[src/rtl/ped_signal_ctrl.sv]
// ----------------------------------------------------------------------------
// ped_signal_ctrl
//   Pedestrian crossing signal controller slaved to a vehicle lamp.
//   A pedestrian request (live or latched) is served on the rising edge of the
//   vehicle RED lamp: steady WALK, then a flashing DONT_WALK clearance with a
//   countdown, then steady DONT_WALK. Illegal lamp states or a GREEN-to-RED
//   jump without YELLOW lock the controller into FAULT until reset.
//
// Ports
//   clk         : rising-edge clock
//   reset       : asynchronous active-low reset
//   light[2:0]  : vehicle lamp, one-hot {RED,YELLOW,GREEN}
//   ped_btn     : pedestrian request, sampled every cycle
//   walk        : steady WALK lamp
//   dont_walk   : DONT_WALK lamp (steady or flashing)
//   countdown   : clearance cycles remaining during flash, else 0
//   req_pending : latched request not yet served
//   fault       : sticky illegal-lamp flag
// ----------------------------------------------------------------------------
module ped_signal_ctrl #(
   parameter int WALK_TIME  = 8,
   parameter int FLASH_TIME = 12,
   parameter int FLASH_HALF = 2
) (
   input  logic       clk,
   input  logic       reset,
   input  logic [2:0] light,
   input  logic       ped_btn,
   output logic       walk,
   output logic       dont_walk,
   output logic [5:0] countdown,
   output logic       req_pending,
   output logic       fault
);

   localparam logic [1:0] S_IDLE  = 2'd0;
   localparam logic [1:0] S_WALK  = 2'd1;
   localparam logic [1:0] S_FLASH = 2'd2;
   localparam logic [1:0] S_FAULT = 2'd3;

   localparam logic [2:0] L_GRN = 3'b001;
   localparam logic [2:0] L_YEL = 3'b010;
   localparam logic [2:0] L_RED = 3'b100;

   localparam int WT_W = (WALK_TIME  > 1) ? $clog2(WALK_TIME)  : 1;
   localparam int HF_W = (FLASH_HALF > 1) ? $clog2(FLASH_HALF) : 1;

   logic [1:0]      r_state;
   logic [2:0]      r_light_d;
   logic [WT_W-1:0] r_walk_tmr;
   logic [HF_W-1:0] r_half;
   logic            r_walk;
   logic            r_dont_walk;
   logic [5:0]      r_countdown;
   logic            r_req;
   logic            r_fault;

   logic w_red_rise;
   logic w_not_red;
   logic w_light_bad;
   logic w_skip_yellow;
   logic w_fault_cond;

   assign w_red_rise    = (light == L_RED) && (r_light_d != L_RED);
   assign w_not_red     = (light != L_RED);
   assign w_light_bad   = (light != L_GRN) && (light != L_YEL) && (light != L_RED);
   // light_d is 000 straight after reset, so this cannot fire on that edge
   assign w_skip_yellow = (r_light_d == L_GRN) && (light == L_RED);
   assign w_fault_cond  = w_light_bad || w_skip_yellow;

   always_ff @(posedge clk or negedge reset) begin
      if (!reset) begin
         r_state     <= S_IDLE;
         r_light_d   <= '0;
         r_walk_tmr  <= '0;
         r_half      <= '0;
         r_walk      <= 1'b0;
         r_dont_walk <= 1'b1;
         r_countdown <= '0;
         r_req       <= 1'b0;
         r_fault     <= 1'b0;
      end else begin
         r_light_d <= light;
         if (r_state == S_FAULT) begin
            // locked until reset; outputs were set on entry
            r_state <= S_FAULT;
         end else if (w_fault_cond) begin
            r_state     <= S_FAULT;
            r_fault     <= 1'b1;
            r_walk      <= 1'b0;
            r_dont_walk <= 1'b1;
            r_countdown <= '0;
            r_req       <= 1'b0;
            r_walk_tmr  <= '0;
            r_half      <= '0;
         end else begin
            case (r_state)
               S_IDLE: begin
                  if (w_red_rise && (r_req || ped_btn)) begin
                     // entry consumes any coincident button press
                     r_state     <= S_WALK;
                     r_walk      <= 1'b1;
                     r_dont_walk <= 1'b0;
                     r_req       <= 1'b0;
                     r_walk_tmr  <= WT_W'(WALK_TIME - 1);
                  end else if (ped_btn) begin
                     r_req <= 1'b1;
                  end
               end

               S_WALK: begin
                  if (w_not_red) begin
                     r_state     <= S_IDLE;
                     r_walk      <= 1'b0;
                     r_dont_walk <= 1'b1;
                     r_countdown <= '0;
                  end else if (r_walk_tmr == '0) begin
                     r_state     <= S_FLASH;
                     r_walk      <= 1'b0;
                     r_dont_walk <= 1'b1;
                     r_countdown <= 6'(FLASH_TIME - 1);
                     r_half      <= '0;
                  end else begin
                     r_walk_tmr <= r_walk_tmr - 1'b1;
                  end
               end

               S_FLASH: begin
                  if (ped_btn) begin
                     r_req <= 1'b1;
                  end
                  if (w_not_red) begin
                     r_state     <= S_IDLE;
                     r_dont_walk <= 1'b1;
                     r_countdown <= '0;
                  end else if (r_countdown == '0) begin
                     r_state     <= S_IDLE;
                     r_dont_walk <= 1'b1;
                  end else begin
                     r_countdown <= r_countdown - 1'b1;
                     // half-period counter toggles the lamp on wrap
                     if (r_half == HF_W'(FLASH_HALF - 1)) begin
                        r_half      <= '0;
                        r_dont_walk <= ~r_dont_walk;
                     end else begin
                        r_half <= r_half + 1'b1;
                     end
                  end
               end

               default: begin
                  r_state <= S_FAULT;
               end
            endcase
         end
      end
   end

   assign walk        = r_walk;
   assign dont_walk   = r_dont_walk;
   assign countdown   = r_countdown;
   assign req_pending = r_req;
   assign fault       = r_fault;

endmodule

[config.mk]
export PLATFORM = sky130hd
export DESIGN_NAME = ped_signal_ctrl
export DESIGN_NICKNAME = d
export VERILOG_FILES = /design/src/rtl/ped_signal_ctrl.sv
export SDC_FILE = /design/constraint.sdc
export NUM_CORES = 1
export LEC_CHECK = 0
export CAP_MARGIN = 5
export CORE_ASPECT_RATIO = 0.9
export CORE_UTILIZATION = 45
export CTS_CLUSTER_DIAMETER = 150
export DETAILED_ROUTE_END_ITERATION = 8
export GPL_TIMING_DRIVEN = 0
export PLACE_DENSITY = 0.74
export SLEW_MARGIN = 20
export SYNTH_ARGS = -nofsm -noshare
export SYNTH_HDL_FRONTEND = slang
export SYNTH_SLANG_ARGS = --single-unit
[constraint.sdc]
create_clock -name clk -period 1.96 [get_ports clk]
set_input_delay 0.196 -clock clk [delete_from_list [all_inputs] [get_ports clk]]
set_output_delay 0.196 -clock clk [all_outputs]
set_load 0.005 [all_outputs]
=== Word level (Yosys, flattened, before mapping) ===
Cells that the tools add are included.

* Bits in registers: 19
* Input port bits: 6
* Logic and storage cells: 99

* $add $sub $neg: 3
* Equal/unequal tests: 21
* Muxes and demuxes: 42
* Bitwise operators: 2
* Reduce and logical (&&, ||, !) cells: 22

{| class="wikitable"
|+ Operators by type and width
! operator !! number
|-
| 6-bit 2-to-1 mux || 5
|-
| 3-bit inequality test, second input constant || 8
|-
| 1-bit 2-to-1 mux || 19
|-
| 5-bit inequality test, second input constant || 3
|-
| 2-bit 2-to-1 mux || 7
|-
| 3-bit 2-to-1 mux || 4
|-
| 4-bit inequality test, second input constant || 3
|-
| 6-bit one-hot mux with 2 select lines || 1
|-
| 5-bit AND reduction || 2
|-
| 3-bit nonzero test || 3
|-
| 4-bit AND reduction || 2
|-
| 6-bit logical NOT || 1
|-
| 1-bit one-hot mux with 2 select lines || 3
|-
| 2-bit one-hot mux with 3 select lines || 1
|-
| 3-bit one-hot mux with 2 select lines || 1
|-
| 6-bit AND reduction || 1
|-
| 6-bit by 1-bit subtractor with 6-bit output, second input constant || 1
|-
| 1-bit logical AND || 5
|-
| 2-bit equality test, second input constant || 2
|-
| 2-bit AND reduction || 2
|-
| 4-bit nonzero test || 1
|-
| 3-bit by 1-bit equality test with 1-bit output, second input constant || 1
|-
| 3-bit equality test, second input constant || 1
|-
| 3-bit logical NOT || 1
|-
| 10 further kinds || 12
|}

=== Depth between registers and ports, before layout ===
* Word-level depth: 7
* Depth in mapped cells: 8

=== Worst setup path after synthesis ===
Ideal clock, no wire load.

* Path kind: input -> register
* From: input port light[0]
* To: register r_walk_tmr[1]
* Setup time: 0.121 ns
* Arrival: 1.702 ns
* Required time: 1.839 ns
* Setup slack: 0.137 ns
* Cell stages on the path: 6
* Path buffers: 1
* Cells stage by stage: or3b_1 > buf_6 > o31ai_4 > o211ai_4 > a221o_1 > a22o_1

* Cells in the longest elaborated chain, start to end: 6
* Elaborated cells between the ends (all ways): 16
* Those cells by class: eq/ne: 7; mux: 1; reduce/logical: 8

{| class="wikitable"
|+ Ends and longest elaborated chain
! element !! line !! text
|-
| from (decl) || 27 || <nowiki>input logic [2:0] light,</nowiki>
|-
| 3-bit by 1-bit inequality test with 1-bit output / 3-bit by 2-bit inequality test with 1-bit output (equally long branches) || 66 || <nowiki>assign w_light_bad = (light != L_GRN) && (light != L_YEL) && (light != L_RED);</nowiki>
|-
| 1-bit logical AND (2 in series) || 66 ||
|-
| 1-bit logical OR || 69 || <nowiki>assign w_fault_cond = w_light_bad || w_skip_yellow;</nowiki>
|-
| 3-bit inequality test (no source line) / 3-bit nonzero test (equally long branches) || n/a ||
|-
| 5-bit AND reduction (no source line) || n/a ||
|-
| to (signal assigned) || 105 || <nowiki>r_walk_tmr <= WT_W'(WALK_TIME - 1);</nowiki>
|-
| to (signal assigned) || 124 || <nowiki>r_walk_tmr <= r_walk_tmr - 1'b1;</nowiki>
|-
| to (decl) || 50 || <nowiki>logic [WT_W-1:0] r_walk_tmr;</nowiki>
|}

Parallel ways exist; a longest one is shown, timed or not.
A chain may end at the register's enable or synchronous reset.

=== Final worst setup path ===
* From: register r_state[0]
* To: register r_countdown[5] (netlist: countdown[5])

* Cells in the longest elaborated chain, start to end: 3
* Elaborated cells between the ends (all ways): 10
* Those cells by class: eq/ne: 5; mux: 2; bitwise: 1; reduce/logical: 2

{| class="wikitable"
|+ Ends and longest elaborated chain
! element !! line !! text
|-
| from (decl) || 48 || <nowiki>logic [1:0] r_state;</nowiki>
|-
| from (signal assigned) || 73 || <nowiki>r_state <= S_IDLE;</nowiki>
|-
| from (signal assigned) || 86 || <nowiki>r_state <= S_FAULT;</nowiki>
|-
| from (signal assigned) || 88 || <nowiki>r_state <= S_FAULT;</nowiki>
|-
| 2-bit equality test, or another cell as far along || 97 || <nowiki>case (r_state)</nowiki>
|-
| 4-bit inequality test (no source line), or another cell as far along || n/a ||
|-
| 4-bit AND reduction (no source line) / 6-bit 2-to-1 mux (equally long branches) || n/a ||
|-
| to (signal assigned) || 121 || <nowiki>r_countdown <= 6'(FLASH_TIME - 1);</nowiki>
|-
| to (signal assigned) || 140 || <nowiki>r_countdown <= r_countdown - 1'b1;</nowiki>
|-
| to (decl) || 54 || <nowiki>logic [5:0] r_countdown;</nowiki>
|}

Parallel ways exist; a longest one is shown, timed or not.

==> flow_results.org <==
** Placed design
- In this run the cell area measured after placement is around 1500 um2.
- At the end of routability-driven placement, the weighted congestion stood at 0.874.
- Placement-stage worst setup slack :: -504 ps
- HPWL Detailed :: 2120 um
- Port-buffer cells :: 15

** Job
- Max-cap violations in this run came to 0.

** Yosys
- Sequential-to-total area share from yosys stat :: between 30% and 40%
- During synthesis, Yosys emitted a total of 0 warnings.
- In this run the mean area of a mapped cell was around 9.3 um2.
- Mapped cell area :: between 1000 and 1500 um2
- In this run, synthesis produced a sequential element count of 19.
- Number of nets in the synthesized netlist :: ~150
- After technology mapping, the gate count stands at 140.
- Counting distinct cell types in the post-synthesis netlist gives 42.

** Drt
- Post-DR vias/cell :: 5.83
- After detailed routing, the number of remaining DRC violations is 1.
- Residual antenna-violating net count after detailed routing :: 0
- The first detailed-routing pass took 8 iterations.
- In the final routed layout, each cell accounts on average for roughly 15 um.
- After the first detailed-routing iteration, the DRC count stood at 42.
- Final wirelength :: 3120 um
- The routed layout has 1206 vias.

** CTS
- Number of buffers inserted by hold repair at cts :: 0
- CTS built an H-tree with a depth of 1.
- Clk_lat worst skew :: 300 ps
- Number of buffers on the longest clock path :: 2
- After clock tree synthesis, the clock-pin slew on the worst setup and hold paths is roughly 110 ps.
- The tree is rooted in a sky130_fd_sc_hd__clkbuf_4.
- Inserted Clock Buffers :: 3
- Number of sinks on the clock net :: 19
- CTS tree :: done

** Floorplan
- Standard-cell row count :: 18
- In this run the vertical extent of the chip is around 53 um.
- The floorplan step defined a core boundary enclosing about 2700 um2.
- 16 I/O pins were placed.
- Die area :: ~3100 um2
- Effective utilization at floorplan :: a little under half
- The die is 58.7 um wide.

** Timing
- Static timing analysis puts the maximum clock frequency at 541 MHz.
- Setup slack on the critical path of the routed design comes to ~110 ps.
- The number of hold-slack violations in the final timing report is 0.
- Number of max-slew violations in the final report :: 0
- RSZ-0062 raised after global routing :: yes
- The final critical path takes up 94.3% of the cycle.
- Headroom to the max-slew limit :: between 40% and 50%
- Count of endpoints failing setup in the final report :: 0
- Final min period :: 1850 ps
- Clock skew on the completed layout was measured at 4.10 ps.
- For the pin with the worst max-slew slack, the measured transition is 830 ps.

** Global routing
- The via count of the first global-routing pass was slightly above 1000.
- Overall global routing resource usage :: 20.8%
- Total gr overflow :: 0
- Entering global routing, the biggest net connects 20 pins.
- Number of antenna violations at the first check in global routing :: 0
- The first global-routing pass estimated ~4800 um of wire.

** Worst setup path
- Kind of end point of the critical path :: flop
- Along the worst path, the maximum fanout reaches 8.
- Arrival time at the worst endpoint :: 2040 ps
- STA puts the critical path data required time at 2150 ps.
- Category of the worst setup path launch point :: flop
- Worst Setup Path Type :: reg2reg

** Power
- Net load switching power :: 0.000229 W
- Across the VDD grid, the largest voltage drop is 0.431 mV.
- In this run the static leakage power is 0.666 nW.
- Sequential Power Share :: a little over half
- Internal Power :: 0.000591 W
- Power density normalized to cell area :: 495 nW/um2
- Of the total power, combinational logic draws a little over a fifth.
- The clock network is responsible for 24.4% of the overall power.
- Switching power share of the total :: 27.9%

** Run status
- The run finished, with violations left.
- Violated checks :: design-rule violations

** Finish
- The finished cells cover 1660 um2.
- Fraction of layout cells with a size suffix above 1 :: around a fifth
- After the last flow step, the layout net total stands at 182.
- 0 antenna diodes ended up in the layout.
- Relative to the synthesized area, the layout overhead comes to 27.2%.

** Min path
- Hold Crit Class :: in2reg
-- area by class of cell --
cell class	instances	area (um2)
multi-input combinational	106	827
buffer	4	25.0
clock buffer	4	26.3
fill	242	1090
inverter	11	41.3
sequential	19	480
tap	40	50.0
timing repair buffer	23	206
-- cell families (layout without fill, tap and decap cells) --
family	Yosys count	count (layout)	synth area share (%)
adders and majority gates	8	8	7.69
AOI/OAI and AO/OA	44	44	27.1
muxes	4	4	3.07
xor gates and xnor gates	2	2	1.35
buffers and inverters	15	42	4.90
and+or+nand+nor	48	48	19.3
DFF	19	19	36.6
-- cell usage in the layout (no fill, tap or decap), drive strengths merged, types with 2 or more instances in the layout --
| cell | n |
|---|---|
| a211oi | 3 |
| and3 | 2 |
| a31oi | 5 |
| dlygate4sd2 | 3 |
| o21bai | 2 |
| and2 | 2 |
| a22o | 3 |
| nand2 | 7 |
| nand2b | 4 |
| nor2 | 13 |
| clkdlybuf4s50 | 12 |
| buf | 9 |
| o31ai | 3 |
| clkbuf | 7 |
| nor4 | 3 |
| mux2i | 4 |
| nor3b | 6 |
| a21oi | 2 |
| ha | 8 |
| a21o | 3 |
| nor2b | 2 |
| o211ai | 2 |
| inv | 11 |
| nand3 | 4 |
| a2bb2oi | 2 |
| nor3 | 3 |
| o41ai | 3 |
| o21ai | 8 |
| dfrtp | 18 |
-- synth_stat cells --
| master | number | area [um2] |
|---|---|---|
| sky130_fd_sc_hd__or3b_1 | 1 | 8.76 |
| sky130_fd_sc_hd__a21oi_1 | 2 | 10.0 |
| sky130_fd_sc_hd__o32ai_1 | 1 | 8.76 |
| sky130_fd_sc_hd__and2_1 | 2 | 12.5 |
| sky130_fd_sc_hd__o31ai_4 | 1 | 21.3 |
| sky130_fd_sc_hd__buf_6 | 1 | 11.3 |
| sky130_fd_sc_hd__nor2_1 | 13 | 48.8 |
| sky130_fd_sc_hd__o21ai_0 | 8 | 40.0 |
| sky130_fd_sc_hd__nand3_1 | 4 | 20.0 |
| sky130_fd_sc_hd__o311a_1 | 1 | 10.0 |
| sky130_fd_sc_hd__and3_1 | 2 | 12.5 |
| sky130_fd_sc_hd__dfstp_2 | 1 | 26.3 |
| sky130_fd_sc_hd__nor3b_1 | 6 | 45.0 |
| sky130_fd_sc_hd__o22a_1 | 1 | 8.76 |
| sky130_fd_sc_hd__o211ai_4 | 1 | 21.3 |
| sky130_fd_sc_hd__a22o_1 | 3 | 26.3 |
| sky130_fd_sc_hd__o211ai_1 | 1 | 7.51 |
| sky130_fd_sc_hd__nor2b_1 | 2 | 12.5 |
| sky130_fd_sc_hd__o41ai_1 | 3 | 26.3 |
| sky130_fd_sc_hd__nand2b_1 | 4 | 25.0 |
| sky130_fd_sc_hd__a21o_1 | 3 | 22.5 |
| sky130_fd_sc_hd__inv_1 | 11 | 41.3 |
| sky130_fd_sc_hd__nor3_1 | 3 | 15.0 |
| sky130_fd_sc_hd__a2bb2oi_1 | 2 | 17.5 |
| sky130_fd_sc_hd__o22ai_1 | 1 | 6.26 |
| sky130_fd_sc_hd__a211oi_1 | 3 | 22.5 |
| sky130_fd_sc_hd__a221o_1 | 1 | 10.0 |
| sky130_fd_sc_hd__a311oi_1 | 1 | 8.76 |
| sky130_fd_sc_hd__or3_1 | 1 | 6.26 |
| sky130_fd_sc_hd__a31oi_1 | 5 | 31.3 |
| sky130_fd_sc_hd__o31ai_1 | 2 | 15.0 |
| sky130_fd_sc_hd__o21bai_1 | 2 | 15.0 |
| sky130_fd_sc_hd__xor2_1 | 1 | 8.76 |
| sky130_fd_sc_hd__ha_1 | 8 | 100 |
| sky130_fd_sc_hd__nand2_1 | 7 | 26.3 |
| sky130_fd_sc_hd__dfrtp_1 | 18 | 450 |
| sky130_fd_sc_hd__clkbuf_1 | 3 | 11.3 |
| sky130_fd_sc_hd__a2111oi_2 | 1 | 15.0 |
| sky130_fd_sc_hd__o221ai_1 | 1 | 8.76 |
| sky130_fd_sc_hd__mux2i_1 | 4 | 40.0 |
| sky130_fd_sc_hd__nor4_1 | 3 | 18.8 |
| sky130_fd_sc_hd__xnor2_1 | 1 | 8.76 |
-- stage by stage --
step | std cells | power, W | TNS, ps | hold slack, ps | utilization (%)
2_1_floorplan | 140 | 0.000529 | 0 | -99.6 | -
3_3_place_gp | 195 | 0.000605 | -4860 | 461 | 54.7
3_5_place_dp | 195 | 0.000609 | -5120 | 467 | 54.7
4_1_cts | 201 | 0.000812 | 0 | 224 | 56.5
5_1_grt | 207 | 0.000867 | -15.4 | 246 | 60.3
6_report | 207 | 0.000820 | 0 | 233 | 60.3
-- worst max-delay path, cell delays in order (launching register included) --
cell and delay, ps:
sky130_fd_sc_hd__dfrtp_2 470, sky130_fd_sc_hd__inv_1 150, sky130_fd_sc_hd__ha_4 180, sky130_fd_sc_hd__nor2_1 80, sky130_fd_sc_hd__a311oi_2 270, sky130_fd_sc_hd__o211ai_1 140, sky130_fd_sc_hd__buf_4 180, sky130_fd_sc_hd__o21ai_0 170
sky130_fd_sc_hd__o41ai_1 100
-- final timing paths --
| check | startpoint | end | slack (ps) | cells past startpoint |
|---|---|---|---|---|
| max in group asynchronous | reset | r_state[0] | 1040 | 1 |
| setup reg to reg | r_state[0] | countdown[5] | 110 | 8 |
| hold reg to reg | fault | fault | 490 | 1 |
| setup / recovery | r_state[0] | countdown[5] | 110 | 8 |
| hold / removal | light[2] | r_light_d[2] | 230 | 1 |
| min in group asynchronous | reset | r_half | 360 | 1 |
-- flip-flops by register name, indices dropped and copies added (netlist names) --
register / cells
fault: 1
countdown: 6
r_light_d: 3
r_half: 1
dont_walk: 1
r_walk_tmr: 3
req_pending: 1
walk: 1
r_state: 2
-- power groups by stage --
stage / Combinational [W] / Sequential [W] / Clock, W
2_1_floorplan: 0.0000837 / 0.000445 / 0
3_3_place_gp: 0.000159 / 0.000446 / 0
3_5_place_dp: 0.000162 / 0.000448 / 0
4_1_cts: 0.000163 / 0.000440 / 0.000209
5_1_grt: 0.000200 / 0.000443 / 0.000223
6_report: 0.000179 / 0.000440 / 0.000200
-- per-layer routing --
metal  wire length, um  GRT usage, %  vias to the layer above
li1                  -             -                      578
met1              1480          30.3                      580
met2              1430          31.2                       45
met3               177          2.20                        3
met4                27          8.73                        0
met5                 0             0                        -
-- repair_timing --
| action | in CTS | in global routing |
|---|---|---|
| buffers inserted | 2 | 6 |
| pin swaps | 2 | 1 |
| setup endpoints to repair | 13 | 13 |
| resized for setup | 7 | 15 |
No activity file was read; power rests on OpenSTA's default activity.
